`src/rtl/pipe_skid_reg.sv`:
```
// Two-slot skid register for a multi-lane issue group.
// in_ready is registered so out_ready never reaches upstream combinationally.
module pipe_skid_reg #(
   parameter int WIDTH = 66,
   parameter int LANES = 2,
   parameter int CNTW  = 16
) (
   input  logic                   clk,
   input  logic                   reset,
   input  logic                   flush,
   input  logic [LANES-1:0]       in_valid,
   input  logic [LANES-1:0]       in_kill,
   input  logic [LANES*WIDTH-1:0] in_data,
   output logic                   in_ready,
   output logic [LANES-1:0]       out_valid,
   output logic [LANES*WIDTH-1:0] out_data,
   input  logic                   out_ready,
   output logic [1:0]             occupancy,
   output logic [CNTW-1:0]        stall_cnt
);

   typedef enum logic [1:0] {
      ST_EMPTY = 2'd0,
      ST_ONE   = 2'd1,
      ST_TWO   = 2'd2
   } state_e;

   state_e                 state_q, state_d;
   logic [LANES-1:0]       head_vld_q, head_vld_d;
   logic [LANES*WIDTH-1:0] head_dat_q, head_dat_d;
   logic [LANES-1:0]       skid_vld_q, skid_vld_d;
   logic [LANES*WIDTH-1:0] skid_dat_q, skid_dat_d;
   logic                   rdy_q, rdy_d;
   logic [CNTW-1:0]        cnt_q, cnt_d;

   logic [LANES-1:0] eff_vld;
   logic             in_fire;
   logic             out_fire;
   logic             stall;

   assign eff_vld  = in_valid & ~in_kill;
   assign in_fire  = rdy_q & (|eff_vld);
   assign out_fire = out_ready & (|head_vld_q);
   assign stall    = (|in_valid) & ~rdy_q & ~flush;

   always_comb begin
      state_d    = state_q;
      head_vld_d = head_vld_q;
      head_dat_d = head_dat_q;
      skid_vld_d = skid_vld_q;
      skid_dat_d = skid_dat_q;
      if (flush) begin
         state_d    = ST_EMPTY;
         head_vld_d = '0;
         skid_vld_d = '0;
      end else begin
         unique case (state_q)
            ST_EMPTY: begin
               if (in_fire) begin
                  state_d    = ST_ONE;
                  head_vld_d = eff_vld;
                  head_dat_d = in_data;
               end
            end
            ST_ONE: begin
               if (in_fire && out_fire) begin
                  head_vld_d = eff_vld;
                  head_dat_d = in_data;
               end else if (in_fire) begin
                  state_d    = ST_TWO;
                  skid_vld_d = eff_vld;
                  skid_dat_d = in_data;
               end else if (out_fire) begin
                  state_d    = ST_EMPTY;
                  head_vld_d = '0;
               end
            end
            ST_TWO: begin
               // in_ready is low here, so only the drain path exists
               if (out_fire) begin
                  state_d    = ST_ONE;
                  head_vld_d = skid_vld_q;
                  head_dat_d = skid_dat_q;
                  skid_vld_d = '0;
               end
            end
            default: begin
               state_d    = ST_EMPTY;
               head_vld_d = '0;
               skid_vld_d = '0;
            end
         endcase
      end
   end

   always_comb begin
      rdy_d = (state_d != ST_TWO);
      cnt_d = cnt_q;
      if (stall && (cnt_q != {CNTW{1'b1}})) begin
         cnt_d = cnt_q + 1'b1;
      end
   end

   always_ff @(posedge clk) begin
      if (reset) begin
         state_q    <= ST_EMPTY;
         head_vld_q <= '0;
         head_dat_q <= '0;
         skid_vld_q <= '0;
         skid_dat_q <= '0;
         rdy_q      <= 1'b1;
         cnt_q      <= '0;
      end else begin
         state_q    <= state_d;
         head_vld_q <= head_vld_d;
         head_dat_q <= head_dat_d;
         skid_vld_q <= skid_vld_d;
         skid_dat_q <= skid_dat_d;
         rdy_q      <= rdy_d;
         cnt_q      <= cnt_d;
      end
   end

   assign in_ready  = rdy_q;
   assign out_valid = head_vld_q;
   assign out_data  = head_dat_q;
   assign occupancy = state_q;
   assign stall_cnt = cnt_q;

endmodule

```
`config.mk`:
```
export PLATFORM = sky130hd
export DESIGN_NAME = pipe_skid_reg
export DESIGN_NICKNAME = d
export VERILOG_FILES = /design/src/rtl/pipe_skid_reg.sv
export SDC_FILE = /design/constraint.sdc
export NUM_CORES = 1
export LEC_CHECK = 0
export BUFFER_PORTS_ARGS = -buffer_cell sky130_fd_sc_hd__buf_2
export CORE_ASPECT_RATIO = 1.25
export CORE_MARGIN = 5
export CORE_UTILIZATION = 35
export DETAILED_ROUTE_END_ITERATION = 10
export PLACE_DENSITY = 0.55
export SLEW_MARGIN = 20
export SYNTH_ARGS = -nofsm -noshare
export SYNTH_HDL_FRONTEND = slang
export SYNTH_SLANG_ARGS = --single-unit
```
`constraint.sdc`:
```
create_clock -name clk -period 4.75 [get_ports clk]
set_input_delay 0.95 -clock clk [delete_from_list [all_inputs] [get_ports clk]]
set_output_delay 0.95 -clock clk [all_outputs]
set_load 0.1 [all_outputs]
```
==> qor.yml <==
global_route:
  grt_max_degree: 187
  grt-ovfl-total: 0
  antenna_found_initial: 4
  grt.total_usage_pct: 15.9
  grt_pass1_vias: 9149
  grt_pass1_wl_microns: 48100
clock_network:
  cts_root_buffer: "clkbuf_16"
  cts_hold_buf: 0
  clk_latency_ns: 0.55
  h-tree-depth: 1
  cts_made_buffers: 30
  cts_sinks: 287
  tritoncts: "yes"
  clock_path_buffers: 3
  postCtsSetupBuffers: 0
  ctsResizeCount: 0
  clk_pin_slew_ns: 0.06
critical_path:
  critPathMaxFanout: 52
  cpMaxStageDelayCell: "nand2_4"
  reg2reg_to: "out_data[83]$_SDFFE_PP0P_"
  endpoint_kind: "register"
  crit_required_ns: 5.13
  cp-startpoint: "occupancy[0]$_SDFF_PP0_"
  reg2regPathDepth: 5
  worstSetupEndpoint: "out_data[83]$_SDFFE_PP0P_"
  slowest_delay_ns: 0.80
  crit_path_cell_trace: "clkinv_1 > nand2_4 > buf_4 > mux2i_1 > a211oi_1"
  critPathArrivalTime_ns: 2.99
  path_class: "register to register"
  r2r_setup_slack_ns: 2.14
  critical_path.reg2reg.startpoint: "occupancy[0]$_SDFF_PP0_"
  start_kind: "register"
sta:
  fmax_mhz: 384
  finalCriticalPeriod_ns: 2.61
  period_share_pct: 54.9
  slew_headroom_pct: 34.3
  fin_setup_tns_ns: 0
  skew_ns: 0.0170
  report.final.slew_viol_count: 0
  setup_violations: 0
  hold_viol: 0
  rsz0062_at_grt: "no"
  tightest_slew_ns: 0.985
route:
  wl_per_cell_microns: 15.5
  vias: 9634
  drcViolationCount: 0
  routed_via_density: 4.87
  finalWirelength_microns: 30600
  dr.first_iter.drc_count: 487
  ant_nets: 0
  drtPass1Iterations: 4
final_layout:
  instances_no_fill: 1977
  nets: 1675
  area_delta_synth_final_pct: 23.7
  drive_above_1_share_pct: 23.0
  fin_area_sq_mm: 0.0141
logic_synthesis:
  yosys_warnings: 0
  netlist_instances: 1309
  synth_xor_area_share_pct: 0.997
  synth_flop_cell: "dfxtp_1"
  ys_ff_latch: 287
  async_flop_share_pct: 0
  postSynthNetCount: 1450
  synthSimpleGateAreaFrac_pct: 16.6
  yosys.cell_count.top_type: "dfxtp_1"
  synth_area_leaders: "dfxtp_1 (50%), mux2i_1 (12%), nand2_1 (9.2%)"
  synth_common_cells: "dfxtp_1 (287), nand2_1 (281), nor2_1 (153), a21oi_1 (138), mux2i_1 (134)"
  synth_compound_area_share_pct: 15.8
  synth_top_area_share_pct: 50.3
  synth.avg_cell_area_sq_um: 8.73
  synth_cell_types: 38
  yosys.area.top_type: "dfxtp_1"
  synth_top_family_by_area: "simple AND/OR/NAND/NOR gates"
  synthAdderAreaFrac_pct: 0.110
  ys_seq_area_share_pct: 50.3
  synthMuxAreaShare_pct: 11.7
  synth_edf_count: 0
  syn_area_sq_mm: 0.0114
die:
  die_h_microns: 212
  coreArea_sq_mm: 0.0325
  dieArea_sq_mm: 0.0364
  start_util_pct: 35.1
  io_pins: 293
  die_x_microns: 172
  rows: 74
power_and_ir_drop:
  vdd_drop_max_mv: 0.250
  pwr_density_cell_mw_per_mm2: 427
  p_leak_uw: 0.00636
  total_power_uw: 6040
place:
  hpwl_microns: 19500
  dp_cells: 1919
  place.gp.congestion: 0.757
  port_buffers: 292
  dpl_cell_area_sq_mm: 0.0131
flow_run:
  cap_violations: 0
hold_path:
  min_path_type: "register to register"
outcome:
  status: "finished clean"
[per-stage QoR]
stage	setup slack (ns)	hold slack, ns	utilization, %
floorplan	2.15	0.436	-
global placement	1.67	0.440	40.4
detailed placement	1.61	0.446	40.4
CTS	2.08	0.454	43.4
global route	1.91	0.469	43.5
finish	2.14	0.451	43.5
[placed cells by master, fill, tap and decap left out, types with 3 or more instances in the layout]
master / Yosys / routed
buf_2: 56 / 291
dfxtp_1: 287 / 287
nand2_1: 281 / 280
nor2_1: 153 / 153
a21oi_1: 138 / 137
mux2i_1: 134 / 134
a211oi_1: 132 / 132
clkbuf_16: 0 / 31
xnor2_1: 13 / 13
nor3_1: 10 / 10
clkbuf_8: 0 / 7
clkbuf_1: 51 / 7
buf_12: 0 / 7
nor4_1: 6 / 6
clkinv_2: 0 / 6
inv_1: 5 / 5
nand4_1: 4 / 4
nand3_1: 3 / 3
a22o_1: 3 / 3
[kinds of logic after synthesis]
logic type,count (synthesis)
AND/OR/NAND/NOR,473
AO/OA/AOI/OAI,287
flip-flops,287
multiplexers,134
buffers and inverters,114
XOR/XNOR,13
adder cells (fa/ha/maj),1
[where the power goes]
part	internal (uW)	switching [uW]
Combinational	220	922
Clock	1360	965
Sequential	2510	59.7
[worst min path at each step]
stage,startpoint,to,cells after the start
after floorplan,skid_dat_q[0]$_SDFFE_PP0P_,skid_dat_q[0]$_SDFFE_PP0P_,2
after global placement,skid_dat_q[92]$_SDFFE_PP0P_,skid_dat_q[92]$_SDFFE_PP0P_,2
after detailed placement,skid_dat_q[39]$_SDFFE_PP0P_,skid_dat_q[39]$_SDFFE_PP0P_,2
after CTS,skid_dat_q[26]$_SDFFE_PP0P_,skid_dat_q[26]$_SDFFE_PP0P_,2
after global routing,skid_dat_q[40]$_SDFFE_PP0P_,skid_dat_q[40]$_SDFFE_PP0P_,2
final,skid_dat_q[3]$_SDFFE_PP0P_,skid_dat_q[3]$_SDFFE_PP0P_,2
[routing by layer]
layer / up-vias / wire (microns) / share of wire (%) / track usage [%]
li1: 4979 / - / - / -
met1: 4402 / 13400 / 44 / 21.0
met2: 210 / 14800 / 48 / 26.8
met3: 41 / 1760 / 5.7 / 3.05
met4: 2 / 531 / 1.7 / 3.85
met5: - / 20 / 0.065 / 0
[area by class of cell]
| class | instances | area, sq um |
|---|---|---|
| clock buffer | 45 | 898 |
| clock inverter | 10 | 87.6 |
| timing repair buffer | 301 | 1650 |
| tap | 418 | 523 |
| fill | 3288 | 18400 |
| antenna | 2 | 5.00 |
| multi-input combinational | 908 | 5200 |
| sequential | 287 | 5750 |
| inverter | 6 | 22.5 |
[flip-flops by register name (all words and copies together) (netlist names)]
name	count
in_ready	1
occupancy	2
out_data	132
out_valid	2
skid_dat_q	132
skid_vld_q	2
stall_cnt	16
[critical path, delay by kind of cell, from the launching register on]
family	cells	cell delay (ns)
AO/OA/AOI/OAI	1	0.09
buffers and inverters	2	0.85
flip-flops	1	0.45
multiplexers	1	0.25
AND/OR/NAND/NOR	1	0.80
(Power assumes the default switching activity.)
